**src/rtl/pipe_ctrl_pkg.sv**
```systemverilog
// Shared front-end pipeline control definitions: FSM states, default bus width
// and the bubble instruction that hazard logic and pipeline registers insert.
package pipe_ctrl_pkg;

  localparam int XLEN_DEFAULT = 32;
  localparam int HOLD_CNT_W   = 4;

  // addi x0, x0, 0 -- the canonical RV32 NOP used as a pipeline bubble
  localparam logic [31:0] BUBBLE_INSTR = 32'h0000_0013;

  typedef enum logic [1:0] {
    RST_HOLD   = 2'd0,
    RUN        = 2'd1,
    REDIR_WAIT = 2'd2
  } ctrl_state_e;

endpackage

```
**src/rtl/pc_flow_ctrl_if.sv**
```systemverilog
// Handshake/status bundle between the pipeline front end and pc_flow_ctrl.
// The controller takes the slave view; the pipeline side takes the master view.
interface pc_flow_ctrl_if import pipe_ctrl_pkg::*; #(
  parameter int XLEN = XLEN_DEFAULT
);

  logic            IMEM_BUSY;
  logic            DMEM_BUSY;
  logic            LOAD_USE;
  logic            BR_TAKEN;
  logic [XLEN-1:0] BR_TARGET;
  logic            JMP_VALID;
  logic [XLEN-1:0] JMP_TARGET;

  logic            PC_STALL;
  logic            PC_LOAD;
  logic [XLEN-1:0] PC_NEXT;
  logic            STALL_IFID;
  logic            FLUSH_IFID;
  logic            STALL_IDEX;
  logic            FLUSH_IDEX;
  logic [1:0]      CTRL_STATE;

  modport master (
    output IMEM_BUSY, DMEM_BUSY, LOAD_USE, BR_TAKEN, BR_TARGET, JMP_VALID, JMP_TARGET,
    input  PC_STALL, PC_LOAD, PC_NEXT, STALL_IFID, FLUSH_IFID, STALL_IDEX, FLUSH_IDEX,
           CTRL_STATE
  );

  modport slave (
    input  IMEM_BUSY, DMEM_BUSY, LOAD_USE, BR_TAKEN, BR_TARGET, JMP_VALID, JMP_TARGET,
    output PC_STALL, PC_LOAD, PC_NEXT, STALL_IFID, FLUSH_IFID, STALL_IDEX, FLUSH_IDEX,
           CTRL_STATE
  );

endinterface

```
**src/rtl/pc_redirect_buf.sv**
```systemverilog
// Single-entry buffer for a redirect target that could not be applied because
// the fetch side was busy; the first capture wins until it is released.
module pc_redirect_buf #(
  parameter int XLEN = 32
) (
  input  logic            CLK,
  input  logic            RESET,
  input  logic            capture,
  input  logic [XLEN-1:0] capture_target,
  input  logic            release_req,
  output logic            pend_valid,
  output logic [XLEN-1:0] pend_target
);

  // An occupied entry is never overwritten: the oldest redirect must be honoured.
  always_ff @(posedge CLK or posedge RESET) begin
    if (RESET) begin
      pend_valid  <= 1'b0;
      pend_target <= '0;
    end else if (capture && !pend_valid) begin
      pend_valid  <= 1'b1;
      pend_target <= capture_target;
    end else if (release_req) begin
      pend_valid  <= 1'b0;
    end
  end

endmodule

```
**src/rtl/pc_flow_ctrl.sv**
```systemverilog
// Front-end flow controller: PC source arbitration, stall merging and IF/ID, ID/EX
// stall/flush generation. Define PC_FLOW_PERF_EN to add stall/flush/redirect counters.
module pc_flow_ctrl import pipe_ctrl_pkg::*; #(
  parameter int XLEN              = XLEN_DEFAULT,
  parameter int RESET_HOLD_CYCLES = 2
) (
  input  logic               CLK,
  input  logic               RESET,
  pc_flow_ctrl_if.slave      bus
`ifdef PC_FLOW_PERF_EN
  ,
  output logic [31:0]        STALL_CNT,
  output logic [31:0]        FLUSH_CNT,
  output logic [31:0]        REDIR_CNT
`endif
);

  ctrl_state_e           state;
  ctrl_state_e           state_next;
  logic [HOLD_CNT_W-1:0] hold_cnt;

  logic            busy;
  logic            capture;
  logic            release_req;
  logic [XLEN-1:0] capture_target;
  logic            pend_valid;
  logic [XLEN-1:0] pend_target;

  logic            pc_stall;
  logic            pc_load;
  logic [XLEN-1:0] pc_next;
  logic            stall_ifid;
  logic            flush_ifid;
  logic            stall_idex;
  logic            flush_idex;

  assign busy           = bus.IMEM_BUSY | bus.DMEM_BUSY;
  assign capture_target = bus.BR_TAKEN ? bus.BR_TARGET : bus.JMP_TARGET;

  always_ff @(posedge CLK or posedge RESET) begin
    if (RESET) begin
      state    <= RST_HOLD;
      hold_cnt <= 4'(RESET_HOLD_CYCLES);
    end else begin
      state <= state_next;
      if (state == RST_HOLD && hold_cnt != '0)
        hold_cnt <= hold_cnt - 1'b1;
    end
  end

  always_comb begin
    state_next = RUN;
    case (state)
      RST_HOLD:   state_next = (hold_cnt <= 4'd1) ? RUN : RST_HOLD;
      RUN:        state_next = capture ? REDIR_WAIT : RUN;
      REDIR_WAIT: state_next = busy ? REDIR_WAIT : RUN;
      default:    state_next = RUN;
    endcase
  end

  // RUN resolves sources in age order: EX branch, memory stall, load-use, ID jump, fetch stall.
  always_comb begin
    pc_stall    = 1'b0;
    pc_load     = 1'b0;
    pc_next     = '0;
    stall_ifid  = 1'b0;
    flush_ifid  = 1'b0;
    stall_idex  = 1'b0;
    flush_idex  = 1'b0;
    capture     = 1'b0;
    release_req = 1'b0;
    case (state)
      RST_HOLD: begin
        pc_stall   = 1'b1;
        flush_ifid = 1'b1;
        flush_idex = 1'b1;
      end
      RUN: begin
        if (bus.BR_TAKEN && !busy) begin
          pc_load    = 1'b1;
          pc_next    = bus.BR_TARGET;
          flush_ifid = 1'b1;
          flush_idex = 1'b1;
        end else if (bus.BR_TAKEN) begin
          capture    = 1'b1;
          pc_stall   = 1'b1;
          flush_ifid = 1'b1;
          flush_idex = !bus.DMEM_BUSY;
          stall_idex = bus.DMEM_BUSY;
        end else if (bus.DMEM_BUSY) begin
          pc_stall   = 1'b1;
          stall_ifid = 1'b1;
          stall_idex = 1'b1;
        end else if (bus.LOAD_USE) begin
          pc_stall   = 1'b1;
          stall_ifid = 1'b1;
          flush_idex = 1'b1;
        end else if (bus.JMP_VALID && !bus.IMEM_BUSY) begin
          pc_load    = 1'b1;
          pc_next    = bus.JMP_TARGET;
          flush_ifid = 1'b1;
        end else if (bus.JMP_VALID) begin
          capture    = 1'b1;
          pc_stall   = 1'b1;
          flush_ifid = 1'b1;
        end else if (bus.IMEM_BUSY) begin
          pc_stall   = 1'b1;
          flush_ifid = 1'b1;
        end
      end
      REDIR_WAIT: begin
        flush_ifid = 1'b1;
        flush_idex = !bus.DMEM_BUSY;
        stall_idex = bus.DMEM_BUSY;
        if (busy) begin
          pc_stall = 1'b1;
        end else if (pend_valid) begin
          pc_load     = 1'b1;
          pc_next     = pend_target;
          release_req = 1'b1;
        end
      end
      default: ;
    endcase
  end

  pc_redirect_buf #(.XLEN(XLEN)) u_redirect_buf (
    .CLK            (CLK),
    .RESET          (RESET),
    .capture        (capture),
    .capture_target (capture_target),
    .release_req    (release_req),
    .pend_valid     (pend_valid),
    .pend_target    (pend_target)
  );

  assign bus.PC_STALL   = pc_stall;
  assign bus.PC_LOAD    = pc_load;
  assign bus.PC_NEXT    = pc_next;
  assign bus.STALL_IFID = stall_ifid;
  assign bus.FLUSH_IFID = flush_ifid;
  assign bus.STALL_IDEX = stall_idex;
  assign bus.FLUSH_IDEX = flush_idex;
  assign bus.CTRL_STATE = state;

`ifdef PC_FLOW_PERF_EN
  always_ff @(posedge CLK or posedge RESET) begin
    if (RESET) begin
      STALL_CNT <= '0;
      FLUSH_CNT <= '0;
      REDIR_CNT <= '0;
    end else begin
      if ((state == RUN || state == REDIR_WAIT) && pc_stall)
        STALL_CNT <= STALL_CNT + 32'd1;
      if (state != RST_HOLD && flush_ifid)
        FLUSH_CNT <= FLUSH_CNT + 32'd1;
      if (pc_load)
        REDIR_CNT <= REDIR_CNT + 32'd1;
    end
  end
`endif

endmodule

```
**src/flat_wrapper.sv**
```systemverilog
// flat-port wrapper written by rule: the top's interface ports become plain ports
module pc_flow_ctrl_flat import pipe_ctrl_pkg::*;
#(
  parameter int XLEN              = XLEN_DEFAULT,
  parameter int RESET_HOLD_CYCLES = 2
)
  (CLK, RESET, bus_IMEM_BUSY, bus_DMEM_BUSY, bus_LOAD_USE, bus_BR_TAKEN, bus_BR_TARGET, bus_JMP_VALID, bus_JMP_TARGET, bus_PC_STALL, bus_PC_LOAD, bus_PC_NEXT, bus_STALL_IFID, bus_FLUSH_IFID, bus_STALL_IDEX, bus_FLUSH_IDEX, bus_CTRL_STATE);
  pc_flow_ctrl_if #(.XLEN(XLEN)) bus_i ();
  input  logic CLK;
  input  logic RESET;
  input wire logic [$bits(bus_i.IMEM_BUSY)-1:0] bus_IMEM_BUSY;
  input wire logic [$bits(bus_i.DMEM_BUSY)-1:0] bus_DMEM_BUSY;
  input wire logic [$bits(bus_i.LOAD_USE)-1:0] bus_LOAD_USE;
  input wire logic [$bits(bus_i.BR_TAKEN)-1:0] bus_BR_TAKEN;
  input wire logic [$bits(bus_i.BR_TARGET)-1:0] bus_BR_TARGET;
  input wire logic [$bits(bus_i.JMP_VALID)-1:0] bus_JMP_VALID;
  input wire logic [$bits(bus_i.JMP_TARGET)-1:0] bus_JMP_TARGET;
  output wire logic [$bits(bus_i.PC_STALL)-1:0] bus_PC_STALL;
  output wire logic [$bits(bus_i.PC_LOAD)-1:0] bus_PC_LOAD;
  output wire logic [$bits(bus_i.PC_NEXT)-1:0] bus_PC_NEXT;
  output wire logic [$bits(bus_i.STALL_IFID)-1:0] bus_STALL_IFID;
  output wire logic [$bits(bus_i.FLUSH_IFID)-1:0] bus_FLUSH_IFID;
  output wire logic [$bits(bus_i.STALL_IDEX)-1:0] bus_STALL_IDEX;
  output wire logic [$bits(bus_i.FLUSH_IDEX)-1:0] bus_FLUSH_IDEX;
  output wire logic [$bits(bus_i.CTRL_STATE)-1:0] bus_CTRL_STATE;
  assign bus_i.IMEM_BUSY = bus_IMEM_BUSY;
  assign bus_i.DMEM_BUSY = bus_DMEM_BUSY;
  assign bus_i.LOAD_USE = bus_LOAD_USE;
  assign bus_i.BR_TAKEN = bus_BR_TAKEN;
  assign bus_i.BR_TARGET = bus_BR_TARGET;
  assign bus_i.JMP_VALID = bus_JMP_VALID;
  assign bus_i.JMP_TARGET = bus_JMP_TARGET;
  assign bus_PC_STALL = bus_i.PC_STALL;
  assign bus_PC_LOAD = bus_i.PC_LOAD;
  assign bus_PC_NEXT = bus_i.PC_NEXT;
  assign bus_STALL_IFID = bus_i.STALL_IFID;
  assign bus_FLUSH_IFID = bus_i.FLUSH_IFID;
  assign bus_STALL_IDEX = bus_i.STALL_IDEX;
  assign bus_FLUSH_IDEX = bus_i.FLUSH_IDEX;
  assign bus_CTRL_STATE = bus_i.CTRL_STATE;
  pc_flow_ctrl #(.XLEN(XLEN), .RESET_HOLD_CYCLES(RESET_HOLD_CYCLES)) u_core (.CLK(CLK), .RESET(RESET), .bus(bus_i));
endmodule
```
**config.mk**
```make
export PLATFORM = sky130hd
export DESIGN_NAME = pc_flow_ctrl_flat
export DESIGN_NICKNAME = d
export VERILOG_FILES = /design/src/rtl/pipe_ctrl_pkg.sv /design/src/rtl/pc_flow_ctrl_if.sv /design/src/rtl/pc_redirect_buf.sv /design/src/rtl/pc_flow_ctrl.sv /design/src/flat_wrapper.sv
export SDC_FILE = /design/constraint.sdc
export NUM_CORES = 1
export LEC_CHECK = 0
export BUFFER_PORTS_ARGS = -buffer_cell sky130_fd_sc_hd__buf_2
export CORE_UTILIZATION = 45
export DETAILED_ROUTE_END_ITERATION = 6
export PLACE_DENSITY = 0.77
export SYNTH_ARGS = -nofsm -noshare
export SYNTH_HDL_FRONTEND = slang
export SYNTH_HIERARCHICAL = 1
export SYNTH_SLANG_ARGS = --single-unit
```
**constraint.sdc**
```tcl
create_clock -name CLK -period 2 [get_ports CLK]
set_input_delay 0.4 -clock CLK [delete_from_list [all_inputs] [get_ports CLK]]
set_output_delay 0.4 -clock CLK [all_outputs]
set_load 0.05 [all_outputs]
```
==> out/metrics.cfg, run 1 <==
[outcome]
status=finished, violations left
violations=DRC, setup timing

[route]
drc=18
drt_first_pass_iters=6
routed_wirelength_um=8606
wl_per_cell_um=18.47
drt_iter0_drc=121
dr_total_vias=2651
vias_per_cell=5.689
antenna_left=0

[floorplan]
ioPinCount=111
fp.dieW_um=83.81
fp-row-count=29
coreArea_um2=6422
start_util_pct=46.89
fp.dieH_um=83.81
die_area_um2=7023

[clocking]
clock_path_buffers=2
cts.clk_slew.worst_paths_ns=0.08
cts-root-buf=clkbuf_8
h-tree-depth=2
cts_tree=done
clk_latency_ns=0.30
holdBufCountCts=0
clock_sinks=39
cts_buffers=5

[min_path]
min_path_type=input port to asynchronous set/reset pin

[final_layout]
drive_gt1_share_pct=69.15
fin_nets=467
final_area_um2=4707
syn2layout_area_growth_pct=56.29
final_util_pct=73.29
diodes=0

[synth]
synth-edff-count=0
synth_top_area_share_pct=31.57
synth_cell_type_count=39
yosysTopAreaCell=dfrtp_1
synth.cell_area_um2=3012
ys_ff_latch=39
synthesis.nets=335
synth_area_leaders=dfrtp_1 (32%), a22o_1 (18%), mux2_4 (15%)
netlist_instances=256
postSynthAreaPerCell_um2=11.76
ys.flop_type=dfrtp_1
yosys_warnings=6
ys_top_cells_by_count=a22o_1 (63), dfrtp_1 (38), mux2_4 (30)
ys_seq_area_share_pct=32.45
synthArstFlopShare_pct=100.0
synth_most_common_cell=a22o_1

[grt]
overflow=0
grt_pass1_wl_um=13580
grtUsageTotal_pct=24.36
grt_antenna_before_repair=0
grt_max_degree=35
grt_pass1_vias=2726

[power]
p_per_area_nw_per_um2=1087
total_power_mw=5.115
p_leak_nw=2.293
vdd_drop_max_mv=1.357

[flow_run]
maxCapViolations=0

[critical_path]
max_stage_delay_ns=0.42
worstSetupEndpointType=primary output
path_max_fanout=13
arrival_ns=1.84
worstPathRequired_ns=1.60
crit_chain=inv_2 > buf_6 > ha_4 > and4_4 > buf_12 > a22o_4 > buf_8
start_kind=flop
path_class=flop to primary output
crit_slowest_cell=dfrtp_2

[sta]
drv_slew=0
period_share_pct=111.9
grt_setup_unrepaired=yes
finalSetupViolCount=36
final-hold-violation-count=0
setup_slack_ns=-0.2379
slew_headroom_pct=74.12
worstMarginPinSlew_ns=0.3882
fin_crit_ns=2.238
skew_ns=0.001754
fmax_mhz=446.8
finalSetupTns_ns=-7.525

[place]
place.gp.congestion=0.8556
hpwl_um=5718
placed_cell_area_um2=4113
portBuffers=110
post-place-ws_ns=-0.1342

[where the power goes]
group,total [mW],switching [mW],internal (mW),leakage [nW]
registers,1.44,0.310,1.13,0.479
logic,3.07,1.51,1.56,1.76
clock network,0.605,0.292,0.314,0.0505
total,5.12,2.11,3.01,2.29
[registers in the layout, indices dropped and copies added (netlist names)]
| signal | flops |
|---|---|
| u_core/u_redirect_buf/pend_target | 32 |
| u_core/hold_cnt | 4 |
| u_core/bus.CTRL_STATE | 2 |
| u_core/u_redirect_buf/pend_valid | 1 |
[metal layers]
layer  global-route usage (%)  share of wire, %  vias to the layer above
li1                         -                 -                     1242
met1                    30.82                42                     1309
met2                    41.13                52                       86
met3                    4.946               4.5                       14
met4                    8.777               1.7                        0
met5                        0                 0                        -
[path summary, 6_finish.rpt]
kind                                           from                                     to  slack (ns)  cells after the start
max                        u_core/bus.CTRL_STATE[1]                         bus_PC_NEXT[8]       -0.24                      7
min                                           RESET               u_core/bus.CTRL_STATE[0]        0.03                      2
max reg2reg                u_core/bus.CTRL_STATE[1]  u_core/u_redirect_buf/pend_target[10]        0.04                      8
min reg2reg                      u_core/hold_cnt[2]                     u_core/hold_cnt[2]        0.51                      1
max in group asynchronous                     RESET   u_core/u_redirect_buf/pend_target[6]        1.65                      3
min in group CLK                   bus_BR_TARGET[5]   u_core/u_redirect_buf/pend_target[5]        0.44                      4
[placed cells by master (no fill, tap or decap), types with 2 or more instances in the layout]
master    count
buf_2        72
dfrtp_1      36
a22o_4       32
a22o_1       31
mux2_4       30
buf_8        26
buf_4        25
mux2_2       24
buf_6        18
mux2_1       10
clkbuf_8      7
inv_1         7
buf_12        7
ha_1          6
nand2b_1      4
nor2_1        4
nand2_1       4
o21ai_0       4
nor2_2        3
o21ai_1       2
nor3_1        2
inv_2         2
a21oi_2       2
ha_4          2
dfrtp_2       2
[what timing repair did]
| item | 4_1_cts | 5_1_grt |
|---|---|---|
| buffers inserted | 0 | 1 |
| pin swaps | 4 | 3 |
| hold endpoints to repair | 0 | 0 |
| gates resized for setup | 111 | 16 |
| gates cloned | 0 | 2 |
| endpoints found under the setup margin | 37 | 59 |
[critical path, delay by kind of cell, from the launching register on]
kind	cells	cell delay (ns)
buffers and inverters	4	0.46
flip-flops	1	0.42
AND/OR/NAND/NOR	1	0.20
AO/OA/AOI/OAI	1	0.26
adder cells (fa/ha/maj)	1	0.19
[cell families (layout without fill, tap and decap cells)]
| kind of cell | after synthesis | after routing | synth area share (%) |
|---|---|---|---|
| mux | 65 | 65 | 28.00 |
| buf+inv | 34 | 167 | 8.683 |
| xor+xnor | 1 | 1 | 0.2909 |
| fa+ha+maj | 8 | 8 | 3.324 |
| compound gates | 82 | 82 | 22.35 |
| flops | 39 | 39 | 32.45 |
| simple gates | 27 | 27 | 4.902 |
[through the flow]
step	instances	hold WS, ns
after floorplan	256	0.1901
after global placement	455	0.3458
after detailed placement	455	0.3532
after CTS	463	0.02962
after global routing	466	0.03355
final	466	0.03400
[layout make-up]
class,count,area [um^2]
repair buffers,149,1306
clock inverters,1,7.507
multi-input cells,183,2181
flip-flops and latches,39,979.7
inverters,10,40.04
well taps,77,96.34
clock buffers,7,96.34
fillers,409,1715
Power figures use the tool's default switching activity.
==> run 2, diff against run 1 <==
BUFFER_PORTS_ARGS = default   (was -buffer_cell sky130_fd_sc_hd__buf_2)
DONT_BUFFER_PORTS = 1   (was default)
PLACE_DENSITY = 0.63   (was 0.77)
SKIP_LAST_GASP = 1   (was default)
==> out/metrics.cfg, run 2 (same netlist as run 1, synthesis figures left out) <==
[sta]
final-hold-violation-count=0  ; unchanged
setup_slack_ns=-0.1463  ; was -0.2379 ns
finalSetupViolCount=36  ; unchanged
fmax_mhz=465.9  ; was 446.8 MHz
period_share_pct=107.3  ; was 111.9%
drv_slew=0  ; unchanged
grt_setup_unrepaired=yes  ; unchanged
skew_ns=0.01069  ; was 0.001754 ns
fin_crit_ns=2.146  ; was 2.238 ns
worstMarginPinSlew_ns=0.4361  ; was 0.3882 ns
holdWs_ns=0.08766  ; was 0.03400 ns
slew_headroom_pct=70.93  ; was 74.12%

[final_layout]
ff_latch_area_um2=979.7  ; unchanged
layout_commonest_cell=dfrtp_1  ; was buf_2
largest_reg_flops=32  ; unchanged
syn2layout_area_growth_pct=25.72  ; was 56.29%
regMostFlops=u_core/u_redirect_buf/pend_target  ; unchanged
fin_nets=342  ; was 467
nFillCells=548  ; was 409
finalNonFillerCells=341  ; was 466
diodes=0  ; unchanged
drive_gt1_share_pct=54.55  ; was 69.15%
final_cell_mix=dfrtp_1 (36), a22o_4 (32), a22o_1 (31)  ; was buf_2 (72), dfrtp_1 (36), a22o_4 (32)
multi_input_area_um2=2217  ; was 2181 um^2

[clocking]
cts_buffers=5  ; unchanged
h-tree-depth=2  ; unchanged
cts.clk_slew.worst_paths_ns=0.08  ; about the same
cts_tree=done  ; unchanged
clock_sinks=39  ; unchanged
clk_latency_ns=0.29  ; was 0.30 ns
clock_path_buffers=2  ; unchanged
cts-root-buf=clkbuf_8  ; unchanged

[floorplan]
coreArea_um2=6422  ; unchanged
fp.dieW_um=83.81  ; unchanged
start_util_pct=46.89  ; unchanged
fp.dieH_um=83.81  ; unchanged
die_area_um2=7023  ; unchanged
ioPinCount=111  ; unchanged
fp-row-count=29  ; unchanged

[grt]
overflow=0  ; unchanged
grt_pass1_vias=2161  ; was 2,726
grt_pass1_wl_um=11370  ; was 13,580 um
grt_max_degree=72  ; was 35
grtUsageTotal_pct=20.36  ; was 24.36%
grt_antenna_before_repair=0  ; unchanged

[power]
total_power_mw=4.926  ; was 5.115 mW
p_per_area_nw_per_um2=1301  ; was 1087 nW/um^2
p_leak_nw=1.689  ; was 2.293 nW
vdd_drop_max_mv=0.9596  ; was 1.357 mV

[route]
antenna_left=0  ; unchanged
vias_per_cell=6.214  ; was 5.689
dr_total_vias=2119  ; was 2,651
wl_per_cell_um=20.59  ; was 18.47 um
routed_wirelength_um=7022  ; was 8606 um
drt_iter0_drc=77  ; was 121
drt_first_pass_iters=6  ; unchanged
drc=17  ; was 18

[place]
place.gp.congestion=0.7890  ; was 0.8556
dp.cells=329  ; was 455
hpwl_um=4735  ; was 5718 um
portBuffers=0  ; was 110

[critical_path]
path_max_fanout=17  ; was 13
r2r_setup_slack_ns=0.07  ; was 0.04 ns
start_kind=flop  ; unchanged
timing.rr.start=u_core/bus.CTRL_STATE[1]  ; unchanged
worstRegToRegCells=8  ; unchanged
path_class=flop to primary output  ; unchanged
worstSetupEndpointType=primary output  ; unchanged
worstPathRequired_ns=1.60  ; about the same
arrival_ns=1.75  ; was 1.84 ns
r2r-end=u_core/u_redirect_buf/pend_target[9]  ; was u_core/u_redirect_buf/pend_target[10]

[outcome]
status=finished, violations left  ; unchanged
violations=DRC, setup timing  ; unchanged

[flow_run]
maxCapViolations=0  ; unchanged

[min_path]
min_path_type=input port to asynchronous set/reset pin  ; unchanged

==> run 2: changes by cell type in the layout (fill, tap and decap cells not counted), moves of 3 or more <==
cell | before | now
buf_2 | 72 | 0
buf_4 | 25 | 8
buf_6 | 18 | 6
buf_8 | 26 | 0
ha_1 | 6 | 3
==> run 2: per-stage QoR <==
| step | setup WS (ns) | util, % | cell area, um^2 | setup TNS [ns] |
|---|---|---|---|---|
| floorplan | -0.1786 | - | 3317 | -4.489 |
| global placement | 0.08067 | 53.59 | 3442 | 0 |
| detailed placement | 0.01133 | 53.59 | 3442 | 0 |
| CTS | -0.1431 | 58.17 | 3736 | -4.317 |
| global route | -0.1934 | 58.95 | 3786 | -6.224 |
| finish | -0.1463 | 58.95 | 3786 | -4.305 |
==> run 2: critical path: stages, from the launching register on <==
cell     delay (ns)
dfrtp_2        0.41
inv_4          0.06
ha_4           0.28
and4_4         0.26
buf_12         0.18
a22o_4         0.25
==> run 2: worst max path at each step <==
stage | startpoint | to | slack (ns)
after floorplan | u_core/bus.CTRL_STATE[0] | bus_FLUSH_IDEX | -0.18
after global placement | u_core/bus.CTRL_STATE[1] | bus_PC_LOAD | 0.08
after detailed placement | u_core/bus.CTRL_STATE[1] | bus_PC_LOAD | 0.01
after CTS | u_core/bus.CTRL_STATE[1] | bus_PC_NEXT[31] | -0.14
after global routing | u_core/bus.CTRL_STATE[1] | bus_PC_NEXT[21] | -0.19
final | u_core/bus.CTRL_STATE[1] | bus_PC_NEXT[31] | -0.15
==> run 2: timing repair <==
item | 4_1_cts | 5_1_grt
buffers inserted | 2 | 1
resized for setup | 30 | 6
setup endpoints to repair | 36 | 36
endpoints found under the hold margin | 5 | 0
hold buffers | 1 | 0
pin swaps | 7 | 8
==> run 2: per-layer routing <==
| layer | share of wire (%) | up-vias | track usage [%] | wire [um] |
|---|---|---|---|---|
| li1 | - | 991 | - | - |
| met1 | 44 | 1051 | 27.79 | 3083 |
| met2 | 50 | 66 | 33.38 | 3493 |
| met3 | 4.7 | 11 | 3.066 | 333 |
| met4 | 1.6 | 0 | 6.113 | 112 |
| met5 | 0 | - | 0 | 0 |
==> run 2: power breakdown <==
part	switching, mW	total, mW	leakage [nW]	internal (mW)
sequential	0.289	1.42	0.479	1.13
combinational	1.40	2.73	1.14	1.33
clock	0.278	0.776	0.0654	0.499
total	1.96	4.93	1.69	2.96
==> run 2: area by class of cell <==
class | count | area share [%]
clock inverter | 2 | 1.586
clock buffer | 6 | 1.917
sequential | 39 | 25.88
tap | 77 | 2.545
timing repair buffer | 24 | 8.394
inverter | 10 | 1.124
multi-input combinational | 183 | 58.56
==> run 3, diff against run 2 <==
PLACE_DENSITY = default   (was 0.63)
==> out/metrics.cfg, run 3 (same netlist as run 1, synthesis figures left out) <==
[route]
drc=11  ; was 17
dr_total_vias=2160  ; was 2,119
drt_first_pass_iters=7  ; was 6
wl_per_cell_um=20.18  ; was 20.59 um
drt_iter0_drc=51  ; was 77
antenna_left=0  ; unchanged
routed_wirelength_um=6983  ; was 7022 um
vias_per_cell=6.243  ; was 6.214

[power]
total_power_mw=4.699  ; was 4.926 mW
p_leak_nw=1.692  ; was 1.689 nW
p_per_area_nw_per_um2=1252  ; was 1301 nW/um^2
vdd_drop_max_mv=0.7418  ; was 0.9596 mV

[place]
portBuffers=0  ; unchanged
placed_cell_area_um2=3405  ; was 3442 um^2
place.gp.congestion=0.8192  ; was 0.7890
hpwl_um=4443  ; was 4735 um

[final_layout]
final_cell_mix=dfrtp_1 (36), a22o_4 (32), a22o_1 (31)  ; unchanged
final_area_um2=3752  ; was 3786 um^2
layout_commonest_cell=dfrtp_1  ; unchanged
drive_gt1_share_pct=55.02  ; was 54.55%
regMostFlops=u_core/u_redirect_buf/pend_target  ; unchanged
largest_reg_flops=32  ; unchanged
diodes=0  ; unchanged
final_util_pct=58.43  ; was 58.95%
fin_nets=347  ; was 342
nFillCells=546  ; was 548
syn2layout_area_growth_pct=24.59  ; was 25.72%

[critical_path]
path_max_fanout=15  ; was 17
path_class=flop to primary output  ; unchanged
crit_slowest_cell=dfrtp_2  ; unchanged
worstPathRequired_ns=1.60  ; about the same
arrival_ns=1.79  ; was 1.75 ns
max_stage_delay_ns=0.43  ; was 0.41 ns
start_kind=flop  ; unchanged
worstSetupEndpointType=primary output  ; unchanged
crit_chain=inv_4 > ha_4 > buf_6 > and3_4 > buf_12 > a22o_4  ; was inv_4 > ha_4 > and4_4 > buf_12 > a22o_4

[clocking]
h-tree-depth=2  ; unchanged
cts_tree=done  ; unchanged
clock_path_buffers=2  ; unchanged
cts.clk_slew.worst_paths_ns=0.08  ; about the same
clk_latency_ns=0.29  ; about the same
clock_sinks=39  ; unchanged
cts-root-buf=clkbuf_8  ; unchanged
cts_buffers=5  ; unchanged

[sta]
drv_slew=0  ; unchanged
final-hold-violation-count=0  ; unchanged
setup_slack_ns=-0.1855  ; was -0.1463 ns
grt_setup_unrepaired=yes  ; unchanged
finalSetupViolCount=35  ; was 36
fmax_mhz=457.6  ; was 465.9 MHz
skew_ns=0.006111  ; was 0.01069 ns
fin_crit_ns=2.185  ; was 2.146 ns
worstMarginPinSlew_ns=0.4332  ; was 0.4361 ns
slew_headroom_pct=71.12  ; was 70.93%
period_share_pct=109.3  ; was 107.3%

[floorplan]
die_area_um2=7023  ; unchanged
start_util_pct=46.89  ; unchanged
ioPinCount=111  ; unchanged
coreArea_um2=6422  ; unchanged
fp-row-count=29  ; unchanged
fp.dieH_um=83.81  ; unchanged
fp.dieW_um=83.81  ; unchanged

[grt]
grt_antenna_before_repair=0  ; unchanged
grt_pass1_wl_um=11210  ; was 11,370 um
grt_pass1_vias=2272  ; was 2,161
grt_max_degree=72  ; unchanged
overflow=0  ; unchanged
grtUsageTotal_pct=20.14  ; was 20.36%

[flow_run]
maxCapViolations=0  ; unchanged

[outcome]
violations=DRC, setup timing  ; unchanged
status=finished, violations left  ; unchanged

[min_path]
min_path_type=input port to asynchronous set/reset pin  ; unchanged

## run 3: cell types whose count changed in the layout (fill, tap and decap cells not counted), moves of 2 or more
cell	previous run	this run
bufinv_16	2	0
buf_4	8	13
clkbuf_8	5	7
buf_12	9	7
## run 3: path summary, 6_finish.rpt
check	start	end	slack, ns	cells after the start
max	u_core/bus.CTRL_STATE[1]	bus_PC_NEXT[29]	-0.19	6
min	RESET	u_core/u_redirect_buf/pend_target[10]	0.10	2
max reg2reg	u_core/bus.CTRL_STATE[1]	u_core/u_redirect_buf/pend_target[9]	0.21	7
min reg2reg	u_core/hold_cnt[2]	u_core/hold_cnt[2]	0.53	1
max in group asynchronous	RESET	u_core/hold_cnt[1]	1.25	2
min in group CLK	bus_JMP_TARGET[24]	u_core/u_redirect_buf/pend_target[24]	0.38	2
## run 3: layout make-up
type / count / area (um^2) / share of cell area (%)
multi-input cells: 184 / 2193 / 58.45
flip-flops and latches: 39 / 979.7 / 26.11
repair buffers: 28 / 342.8 / 9.136
clock buffers: 8 / 100.1 / 2.668
well taps: 77 / 96.34 / 2.568
inverters: 10 / 40.04 / 1.067
## run 3: metal layers
| layer | GRT usage, % | share of wire, % | up-vias |
|---|---|---|---|
| met5 | 0 | 0 | - |
| li1 | - | - | 1007 |
| met4 | 6.426 | 1.8 | 0 |
| met1 | 25.72 | 44 | 1067 |
| met2 | 34.50 | 49 | 75 |
| met3 | 3.561 | 5.1 | 11 |
## run 3: timing repair
item	in CTS	in global routing
endpoints found under the setup margin	38	37
buffers inserted	6	0
hold buffers	1	0
gates cloned	2	0
endpoints found under the hold margin	5	0
gates resized for setup	20	8
pin swaps	6	5
## run 3: worst max-delay path: cells and delay by family (launching register included)
| family | cells | cell delay, ns |
|---|---|---|
| buffers and inverters | 3 | 0.36 |
| AO/OA/AOI/OAI | 1 | 0.29 |
| flip-flops | 1 | 0.43 |
| adder cells (fa/ha/maj) | 1 | 0.21 |
| AND/OR/NAND/NOR | 1 | 0.20 |
## run 3: metrics by stage
step | hold WS (ns) | worst slack (ns) | std cells | setup TNS, ns
2_1_floorplan | 0.1901 | -0.1786 | 256 | -4.489
3_3_place_gp | 0.2426 | -0.01298 | 329 | -0.3730
3_5_place_dp | 0.2385 | -0.07488 | 329 | -2.114
4_1_cts | 0.1117 | -0.2021 | 346 | -6.352
5_1_grt | 0.1271 | -0.2294 | 346 | -7.239
6_report | 0.1001 | -0.1855 | 346 | -5.624
## run 3: power breakdown
part | switching, mW | total (mW) | internal, mW
logic | 1.37 | 2.70 | 1.32
registers | 0.287 | 1.42 | 1.13
clock network | 0.265 | 0.580 | 0.315
total | 1.93 | 4.70 | 2.77
